**src/rtl/tty_pkg.sv**
```systemverilog
// ============================================================================
// Module  : tty_pkg
// Brief   : Shared FSM encoding, control codes and cell helper for tty_writer.
// Revision: 1.0 - initial release
// ============================================================================
`default_nettype none

package tty_pkg;

  typedef enum logic [1:0] {
    IDLE  = 2'd0,
    WRITE = 2'd1,
    CLEAR = 2'd2
  } state_t;

  localparam logic [7:0] BS = 8'h08;
  localparam logic [7:0] LF = 8'h0A;
  localparam logic [7:0] FF = 8'h0C;
  localparam logic [7:0] CR = 8'h0D;

  localparam logic [7:0] BLANK_CHAR = 8'h20;
  localparam int         ROW_STRIDE = 128;

  // Screen cell layout: {pad, background, pad, foreground, character}.
  function automatic logic [15:0] make_cell(input logic [2:0] bg,
                                            input logic [2:0] fg,
                                            input logic [7:0] ch);
    return {1'b0, bg, 1'b0, fg, ch};
  endfunction

endpackage

`default_nettype wire

```
**src/rtl/tty_writer.sv**
```systemverilog
// ============================================================================
// Module  : tty_writer
// Brief   : Byte-stream terminal writer driving a text-display screen memory.
//           Optional build macro TTY_AUTOWRAP_EN wraps to a new line at the
//           last column instead of saturating there.
// Revision: 1.0 - initial release
// ============================================================================
`default_nettype none

module tty_writer
  import tty_pkg::*;
#(
  parameter int COLS = 90,
  parameter int ROWS = 56
) (
  input  logic        pixel_clock,
  input  logic        reset,
  input  logic [7:0]  char_in,
  input  logic [2:0]  fcolor,
  input  logic [2:0]  bcolor,
  input  logic        char_valid,
  output logic        char_ready,
  output logic [15:0] wrdata,
  output logic [12:0] wradr,
  output logic        wren
);

  localparam logic [6:0]  c_last_col = 7'(COLS - 1);
  localparam logic [5:0]  c_last_row = 6'(ROWS - 1);
  localparam logic [12:0] c_full_end = 13'(ROWS * ROW_STRIDE - 1);

  state_t      r_state;
  logic [5:0]  cur_row;
  logic [6:0]  cur_col;
  logic [12:0] r_clr_adr;
  logic [12:0] r_clr_end;
  logic [2:0]  r_clr_bcolor;
  logic        r_wrap;

  logic [5:0]  w_next_row;
  logic        w_printable;

  assign w_next_row  = (cur_row == c_last_row) ? 6'd0 : cur_row + 6'd1;
  assign w_printable = |char_in[7:5];

  always_ff @(posedge pixel_clock or posedge reset) begin
    if (reset) begin
      r_state      <= IDLE;
      cur_row      <= '0;
      cur_col      <= '0;
      r_clr_adr    <= '0;
      r_clr_end    <= '0;
      r_clr_bcolor <= '0;
      r_wrap       <= 1'b0;
      char_ready   <= 1'b0;
      wren         <= 1'b0;
      wradr        <= '0;
      wrdata       <= '0;
    end else begin
      case (r_state)
        IDLE: begin
          wren <= 1'b0;
          // Ready re-arms one cycle after entering IDLE; bytes are only
          // consumed once it is visible to the producer.
          if (!char_ready) begin
            char_ready <= 1'b1;
          end else if (char_valid) begin
            r_clr_bcolor <= bcolor;
            if (w_printable) begin
              wren       <= 1'b1;
              wradr      <= {cur_row, cur_col};
              wrdata     <= make_cell(bcolor, fcolor, char_in);
              char_ready <= 1'b0;
              r_state    <= WRITE;
              if (cur_col == c_last_col) begin
`ifdef TTY_AUTOWRAP_EN
                cur_col <= '0;
                r_wrap  <= 1'b1;
`endif
              end else begin
                cur_col <= cur_col + 7'd1;
              end
            end else begin
              case (char_in)
                CR: cur_col <= '0;
                BS: if (cur_col != 7'd0) cur_col <= cur_col - 7'd1;
                LF: begin
                  cur_row    <= w_next_row;
                  r_clr_adr  <= {w_next_row, 7'd0};
                  r_clr_end  <= {w_next_row, 7'h7F};
                  char_ready <= 1'b0;
                  r_state    <= CLEAR;
                end
                FF: begin
                  cur_row    <= '0;
                  cur_col    <= '0;
                  r_clr_adr  <= '0;
                  r_clr_end  <= c_full_end;
                  char_ready <= 1'b0;
                  r_state    <= CLEAR;
                end
                default: ;
              endcase
            end
          end
        end

        WRITE: begin
          wren <= 1'b0;
          if (r_wrap) begin
            r_wrap    <= 1'b0;
            cur_row   <= w_next_row;
            r_clr_adr <= {w_next_row, 7'd0};
            r_clr_end <= {w_next_row, 7'h7F};
            r_state   <= CLEAR;
          end else begin
            char_ready <= 1'b1;
            r_state    <= IDLE;
          end
        end

        CLEAR: begin
          wren      <= 1'b1;
          wradr     <= r_clr_adr;
          wrdata    <= make_cell(r_clr_bcolor, 3'd0, BLANK_CHAR);
          r_clr_adr <= r_clr_adr + 13'd1;
          if (r_clr_adr == r_clr_end) r_state <= IDLE;
        end

        default: r_state <= IDLE;
      endcase
    end
  end

endmodule

`default_nettype wire

```
**config.mk**
```make
export PLATFORM = sky130hd
export DESIGN_NAME = tty_writer
export DESIGN_NICKNAME = d
export VERILOG_FILES = /design/src/rtl/tty_pkg.sv /design/src/rtl/tty_writer.sv
export SDC_FILE = /design/constraint.sdc
export NUM_CORES = 1
export LEC_CHECK = 0
export BUFFER_PORTS_ARGS = -buffer_cell sky130_fd_sc_hd__buf_4
export CORE_MARGIN = 2
export CORE_UTILIZATION = 46
export CTS_BUF_LIST = sky130_fd_sc_hd__clkbuf_2 sky130_fd_sc_hd__clkbuf_4 sky130_fd_sc_hd__clkbuf_8
export DETAILED_ROUTE_END_ITERATION = 7
export PLACE_DENSITY = 0.8
export SLEW_MARGIN = 10
export SYNTH_ARGS = -nofsm -noshare
export SYNTH_HDL_FRONTEND = slang
export SYNTH_SLANG_ARGS = --single-unit
```
**constraint.sdc**
```tcl
create_clock -name pixel_clock -period 2.7 [get_ports pixel_clock]
set_clock_uncertainty 0.15 [all_clocks]
set_input_delay 0.405 -clock pixel_clock [delete_from_list [all_inputs] [get_ports pixel_clock]]
set_output_delay 0.405 -clock pixel_clock [all_outputs]
set_load 0.01 [all_outputs]
```
# After elaboration in Yosys (flattened, before gate mapping)
# Cells that the tools add are included.
dict set report op_classes {
  add_sub_neg 4
  eq_ne 18
  muxes 43
  bitwise 1
  n_reduce_logical 15
}
# op count
set ops {}
lappend ops {{two-way mux 13 bit} 10}
lappend ops {{case mux 13 bit (2 select lines)} 4}
lappend ops {{two-way mux 16 bit} 3}
lappend ops {{== test 8 x 4 -> 1 bit (second input constant)} 4}
lappend ops {{case mux 16 bit (2 select lines)} 1}
lappend ops {{two-way mux 6 bit} 5}
lappend ops {{two-way mux 7 bit} 3}
lappend ops {{AND reduction 6 bit} 3}
lappend ops {{case mux 7 bit (2 select lines)} 1}
lappend ops {{adder 13 x 1 -> 13 bit (second input constant)} 1}
lappend ops {{== test 13 bit} 1}
lappend ops {{inequality test 2 bit (second input constant)} 6}
lappend ops {{case mux 6 bit (2 select lines)} 1}
lappend ops {{two-way mux 2 bit} 5}
lappend ops {{AND reduction 4 bit} 2}
lappend ops {{adder 7 x 1 -> 7 bit (second input constant)} 1}
lappend ops {{== test 7 bit (second input constant)} 1}
lappend ops {{two-way mux 1 bit} 7}
lappend ops {{nonzero test 7 bit} 1}
lappend ops {{subtractor 7 x 1 -> 7 bit (second input constant)} 1}
lappend ops {{adder 6 x 1 -> 6 bit (second input constant)} 1}
lappend ops {{== test 6 bit (second input constant)} 1}
lappend ops {{inequality test 3 bit (second input constant)} 2}
lappend ops {{nonzero test 3 bit} 2}
lappend ops {{12 further kinds} 14}
dict set report totals {
  ff_bits 75
  out_inout_bits 31
}

# Longest topological paths before layout
# Gate-level depths: netlist of the first run.
dict set report depth {
  word_depth 7
  depth_mapped 10
  depth_no_buf 7
}

# Worst setup path before layout of the first run
# OpenSTA, ideal clock, no wires.
dict set report synth_timing {
  path_type {flip-flop to flip-flop}
  from {register cur_col[0]}
  to {register cur_col[1]}
  setup_ns 0.125
  arrival_ns 2.332
  t_required_ns 2.425
  path_slack_ns 0.093
  path_stages_with_launch 11
  cell_sequence {dfrtp_1 -> clkbuf_1 -> inv_1 -> ha_1 -> or3b_2 -> nor3_1 -> and3b_1 -> clkbuf_1 -> or2_1 -> buf_2 -> mux2_4}
}
dict set report synth_via {
  elab_chain_cells 4
  elab_cells_between_ends 11
}
# element line_no
set synth_lines {}
lappend synth_lines {{from (decl)} tty_writer.sv:34} ;# logic [6:0] cur_col;
lappend synth_lines {{from (signal assigned)} tty_writer.sv:81} ;# cur_col <= cur_col + 7'd1;
lappend synth_lines {{from (signal assigned)} tty_writer.sv:86} ;# BS: if (cur_col != 7'd0) cur_col <= cur_col - 7'd1;
lappend synth_lines {{subtractor 7 x 1 -> 7 bit} tty_writer.sv:86}
lappend synth_lines {{two-way mux 7 bit} tty_writer.sv:86}
lappend synth_lines {{case mux 7 bit (2 select lines)} tty_writer.sv:84} ;# case (char_in)
lappend synth_lines {{two-way mux 7 bit} tty_writer.sv:69} ;# if (w_printable) begin
# Parallel ways exist; a longest one is shown, timed or not. The select of a mux whose other input is x is not followed.
# A chain may end at the register's enable or synchronous reset.

# Worst setup path after layout of the first run
# Ends and elaborated chain as after synthesis.

==> results of run 1 <==
-- cell type report --
cell class / count / share of cell area
clock buffer: 9 / 0.02746
clock inverter: 7 / 0.01526
inverter: 8 / 0.006657
multi-input combinational: 313 / 0.4494
sequential: 66 / 0.3662
tap: 105 / 0.02913
timing repair buffer: 62 / 0.1060
-- worst register-to-register path: stages (launching register included) --
cell	delay, ps
dfrtp_1	400
inv_1	110
ha_1	200
or3b_2	520
nor3_1	210
and3b_1	220
or2_1	290
mux2_4	330
-- power groups by stage --
stage / sequential [uW] / combinational, uW / clock, uW
floorplan: 1010 / 39.7 / 0
global placement: 1010 / 74.8 / 0
detailed placement: 1010 / 76.5 / 0
CTS: 988 / 76.9 / 842
global route: 987 / 84.2 / 892
finish: 988 / 76.4 / 833
-- logic make-up (layout without fill, tap and decap cells) --
kind of cell,count (synthesis),count (layout)
simple gates,157,157
compound gates,113,113
flops,66,66
buf+inv,45,86
mux,23,23
fa+ha+maj,9,9
xor+xnor,9,9
other cells,1,2
-- metal layers --
metal  global-route usage  wire [um]  vias up
li1                     -          -     1600
met1               0.2854       4175     1600
met2               0.3386       4376      149
met3              0.05850        707       20
met4              0.09167        178        0
met5                    0          0        -
-- flip-flops by register name, indices dropped and copies added, names as in the netlist --
signal and flops:
wrdata 14, r_clr_adr 13, wradr 13, cur_col 7
cur_row 6, r_clr_end 6, r_clr_bcolor 3, r_state 2
char_ready 1, wren 1
-- layout by cell type, fill, tap and decap left out, types with 6 or more instances in the layout --
cell type,Yosys,final
ha_1,9,8
nand2_1,60,60
nand4_1,6,6
nand3_1,19,19
nor3_1,7,7
inv_1,8,7
a21oi_1,12,11
dfrtp_1,66,66
mux2i_1,18,18
nand2b_1,12,12
buf_4,2,61
nor2_1,17,17
o31ai_1,13,13
clkbuf_8,0,9
xnor2_1,8,8
o21ai_0,43,43
-- synthesized netlist by cell type, types with 7 or more instances --
cell | n | area [um2]
dfrtp_1 | 66 | 1652
nand2_1 | 60 | 225.2
o21ai_0 | 43 | 215.2
clkbuf_1 | 28 | 105.1
nand3_1 | 19 | 95.09
mux2i_1 | 18 | 180.2
nor2_1 | 17 | 63.81
o31ai_1 | 13 | 97.59
a21oi_1 | 12 | 60.06
nand2b_1 | 12 | 75.07
ha_1 | 9 | 112.6
inv_1 | 8 | 30.03
xnor2_1 | 8 | 70.07
nor3_1 | 7 | 35.03
-- how the worst min path moves through the flow --
| stage | startpoint | endpoint | cells past startpoint |
|---|---|---|---|
| detailed placement | wradr[10] | wradr[10] | 2 |
| global route | reset | wrdata[8] | 2 |
| floorplan | r_clr_end[8] | r_clr_end[8] | 2 |
| global placement | wrdata[9] | wrdata[9] | 2 |
| finish | reset | wrdata[9] | 2 |
| CTS | reset | wrdata[9] | 2 |
-- through the flow --
step                total power (uW)  hold WS [ps]  instances
global route                    1964         60.59        570
global placement                1082         314.2        554
detailed placement              1084         321.1        554
CTS                             1906         20.91        570
finish                          1897         7.802        570
floorplan                       1047         309.8        424
==> results.json, run 1 <==
{
  "ys_types": 69,
  "grt_usage": 0.2174,
  "clock_path_buffers": 2,
  "finalCriticalPeriod_ps": 2532,
  "grt-ovfl-total": 0,
  "rows": 33,
  "worst_slew_pin_slew_ps": 1113,
  "routabilityCongestion": 0.8737,
  "num-fill-cells": 724,
  "synth-edff-count": 0,
  "grt_pass1_vias": 3092,
  "utilization": 0.5517,
  "multi_input_area_um2": 2027,
  "path_buf_inv": 1,
  "synth_top_family_by_area": "simple AND/OR/NAND/NOR gates",
  "h-tree-depth": 3,
  "rsz0062_at_grt": "false",
  "synthMuxAreaShare": 0.06228,
  "cts.sinks": 66,
  "port-buffer-count": 45,
  "yosys.area_share.xor_xnor": 0.02043,
  "via_per_inst": 5.911,
  "drtIter0Drc": 280,
  "fmax_mhz": 394.9,
  "finalSetupViolations": 0,
  "yosys.area_share.simple": 0.2099,
  "nNetsFinal": 486,
  "drt.antenna.violating_nets": 0,
  "synth_compound_area_frac": 0.1982,
  "post_cts_buffers": 0,
  "core-area_um2": 8175,
  "num_vias": 3369,
  "finalSetupTns_ps": 0,
  "hold_viol": 0,
  "critPathLaunch": "cur_col[0]",
  "timing.rr.start": "cur_col[0]",
  "synthArstFlopShare": 1.000,
  "hpwl_um": 6698,
  "r2r.worst_path.cells": 7,
  "pwr-share-comb": 0.040,
  "fin_ws_ps": 167.6,
  "clkTransAtPathRegs_ps": 80,
  "synth_seq_cells": 66,
  "post_drt_wl_per_cell_um": 16.56,
  "p_sw_frac": 0.2413,
  "endpoint": "cur_col[1]",
  "critPathLaunchType": "register",
  "cts_buffers": 9,
  "maxSlewHeadroom": 0.2563,
  "cts_tree": "yes",
  "seq_power_share": 0.521,
  "power.share.clock": 0.439,
  "crit_fanout": 7,
  "drive_gt1_frac": 0.2065,
  "drv_cap": 0,
  "grt_max_degree": 55,
  "grt_pass1_wl_um": 15200,
  "crit_family": "simple AND/OR/NAND/NOR gates",
  "firstDrtPassIters": 4,
  "synthFlopType": "dfrtp_1",
  "crit_type": "reg -> reg",
  "holdBufCountCts": 0,
  "place_area_um2": 4318,
  "worstPathArrival_ps": 2630,
  "end_kind": "register",
  "finish.instance_area_um2": 4511,
  "rr_endpoint": "cur_col[1]",
  "cts_resized": 0,
  "timing.final.max_slew_violations": 0,
  "die_y_um": 95.58,
  "initial_core_util": 0.4718,
  "routed_wl_um": 9438,
  "ir_drop_mv": 0.1998,
  "clock_latency_ps": 360,
  "ff2ff_setup_slack_ps": 170,
  "required_ps": 2800,
  "fp.dieArea_um2": 9135,
  "synthesis.area_um2": 3857,
  "yosys_warnings": 0,
  "switchingPower_uw": 457.8,
  "hold_path_class": "in -> async",
  "die_w_um": 95.58,
  "avgSynthCellArea_um2": 9.119,
  "synth_seq_area_share": 0.4282,
  "crit_path_top_delay_cell": "or3b_2",
  "area_growth_pct": 16.93,
  "diodes": 0,
  "cp.depth": 7,
  "seq_area_um2": 1652,
  "powerDensity_nw_per_um2": 420.6,
  "pre_cts_slack_ps": 86.43,
  "p_int_uw": 1439,
  "cts-root-buf": "clkbuf_8",
  "antenna_found_initial": 0,
  "cp_cell_sequence": "inv_1 > ha_1 > or3b_2 > nor3_1 > and3b_1 > or2_1 > mux2_4",
  "drcViolationCount": 0,
  "ios": 48,
  "synth_adder_area_share": 0.02919,
  "critical_path.max_stage_delay_ps": 520,
  "synth_cells": 423,
  "status": "completed",
  "p_leak_uw": 0.002065,
  "period_share": 0.9379
}
(Power assumes the default switching activity.)
==> run 2: changes to the inputs <==
--- a/config.mk
+++ b/config.mk
@@ -6,11 +6,12 @@
 export NUM_CORES = 1
 export LEC_CHECK = 0
 export BUFFER_PORTS_ARGS = -buffer_cell sky130_fd_sc_hd__buf_4
+export CORE_ASPECT_RATIO = 2
 export CORE_MARGIN = 2
-export CORE_UTILIZATION = 46
+export CORE_UTILIZATION = 51
 export CTS_BUF_LIST = sky130_fd_sc_hd__clkbuf_2 sky130_fd_sc_hd__clkbuf_4 sky130_fd_sc_hd__clkbuf_8
 export DETAILED_ROUTE_END_ITERATION = 7
-export PLACE_DENSITY = 0.8
+export PLACE_DENSITY = 0.86
 export SLEW_MARGIN = 10
 export SYNTH_ARGS = -nofsm -noshare
 export SYNTH_HDL_FRONTEND = slang
==> run 2 against run 1 <==
  * Clock power is 15% higher
  * Critical path depth stayed put
  * Worst setup slack better by 130 ps
  * Flip-flop and latch count stayed put
  * Combinational power is 2.9% higher
  * Hold slack better by 130 ps
  * Non-clock buffer count is 6 higher
  * Register-to-register slack better by 130 ps
  * First-iteration DRC count is 1.8% lower
  * Count of clock-buffer cells in the layout is 4 higher
  * Sequential share of layout area is 0.55 points lower
==> results.json, run 2 (synthesis gave the netlist of run 1 again) <==
{
  "num_vias": 3467,
  "firstDrtPassIters": 5,
  "crit_fanout": 4,
  "grt_pass1_wl_um": 16550,
  "p_leak_uw": 0.002111,
  "finalPower_uw": 2029,
  "clkTransAtPathRegs_ps": 70,
  "drv_cap": 0,
  "post_drt_wl_per_cell_um": 18.34,
  "top_register": "wrdata",
  "routabilityCongestion": 0.9436,
  "port-buffer-count": 45,
  "grt_max_degree": 55,
  "antenna_found_initial": 0,
  "initial_core_util": 0.5268,
  "maxSlewHeadroom": 0.5162,
  "grt_usage": 0.2623,
  "grt-ovfl-total": 0,
  "required_ps": 2800,
  "nNetsFinal": 493,
  "rsz0062_at_grt": "false",
  "cts_tree": "yes",
  "drive_gt1_frac": 0.2144,
  "h-tree-depth": 3,
  "largest_register_ffs": 14,
  "reg.largest.list": "wrdata: 14 flops, r_clr_adr: 13 flops, wradr: 13 flops",
  "clock_path_buffers": 2,
  "ff2ff_setup_slack_ps": 300,
  "ios": 48,
  "die_y_um": 127.0,
  "cts.sinks": 66,
  "core-area_um2": 7322,
  "cts-root-buf": "clkbuf_8",
  "hold_path_class": "in -> reg",
  "rows": 44,
  "hpwl_um": 7525,
  "utilization": 0.6254,
  "ir_drop_mv": 0.2630,
  "fmax_mhz": 416.7,
  "grt_pass1_vias": 3400,
  "finalNonFillerCells": 563,
  "rr_endpoint": "cur_col[1]",
  "finalSetupViolations": 0,
  "finalSetupTns_ps": 0,
  "fp.dieArea_um2": 8317,
  "endpoint": "cur_col[1]",
  "hold_viol": 0,
  "status": "completed",
  "final_cell_mix": "buf_4, dfrtp_1, nand2_1",
  "dp.cells": 546,
  "final_common_cell": "buf_4",
  "diodes": 0,
  "finalCriticalPeriod_ps": 2400,
  "cts_buffers": 9,
  "critPathLaunchType": "register",
  "end_kind": "register",
  "powerDensity_nw_per_um2": 443.1,
  "critPathLaunch": "cur_col[0]",
  "timing.rr.start": "cur_col[0]",
  "via_per_inst": 6.158,
  "r2r.worst_path.cells": 7,
  "die_w_um": 65.50,
  "routed_wl_um": 10330,
  "drt.antenna.violating_nets": 0,
  "post_cts_buffers": 0,
  "timing.final.max_slew_violations": 0,
  "area_growth_pct": 18.72,
  "crit_type": "reg -> reg",
  "worstPathArrival_ps": 2500,
  "period_share": 0.8888,
  "drtIter0Drc": 275,
  "drcViolationCount": 0,
  "worst_slew_pin_slew_ps": 724.1,
  "clock_latency_ps": 360
}
[run 2: cell types whose count changed in the layout (fill, tap and decap cells not counted)]
cell / delta
clkinv_2: -3
bufinv_16: +1
clkinvlp_4: -2
inv_6: -1
clkbuf_4: +2
buf_4: +6
buf_12: -1
clkbuf_8: +2
dlygate4sd3_1: +1
a21oi_4: +1
[run 2: repair_timing]
item | 4_1_cts | 5_1_grt
hold buffers | 1 | 0
resized for setup | 0 | 1
endpoints found under the setup margin | 0 | 26
endpoints found under the hold margin | 21 | 0
[run 2: power breakdown]
group	switching (uW)	internal (uW)	leakage [uW]
registers	0	988	0.000835
logic	50.3	28.4	0.00116
clock network	376	586	0.000117
total	426	1600	0.00211
[run 2: worst min path at each step]
stage / start / to / slack [ps] / cells after the start
after CTS: bcolor[2] / r_clr_bcolor[2] / 140 / 2
after global placement: reset / wrdata[12] / 300 / 2
after floorplan: r_clr_end[8] / r_clr_end[8] / 310 / 2
after global routing: bcolor[2] / r_clr_bcolor[2] / 130 / 2
final: bcolor[2] / r_clr_bcolor[2] / 140 / 2
after detailed placement: reset / wrdata[10] / 310 / 2
[run 2: worst max-delay path, cell delays in order, from the launching register on]
cell and delay [ps]:
dfrtp_1 380, inv_1 100, ha_1 220, or3b_2 510
nor3_1 220, and3b_1 230, or2_1 160, mux2_4 310
[run 2: routing by layer]
layer / vias up / share of wire / global-route usage
li1: 1602 / - / -
met1: 1713 / 0.35 / 0.2723
met2: 118 / 0.56 / 0.4646
met3: 34 / 0.043 / 0.06250
met4: 0 / 0.041 / 0.1556
met5: - / 0 / 0
[run 2: stage by stage]
stage	setup slack (ps)	hold slack, ps	instance area (um2)
after global placement	166.3	304.8	4327
after detailed placement	152.0	314.2	4327
final	300.3	142.0	4579
after global routing	189.7	133.0	4579
after CTS	152.2	137.5	4563
after floorplan	92.79	309.8	3861
[run 2: cell type report]
type,instances,area [um2]
inverter,8,30.03
sequential,66,1652
timing repair buffer,68,513.0
multi-input combinational,314,2043
tap,92,115.1
fill,614,2743
clock buffer,13,166.4
clock inverter,2,60.06
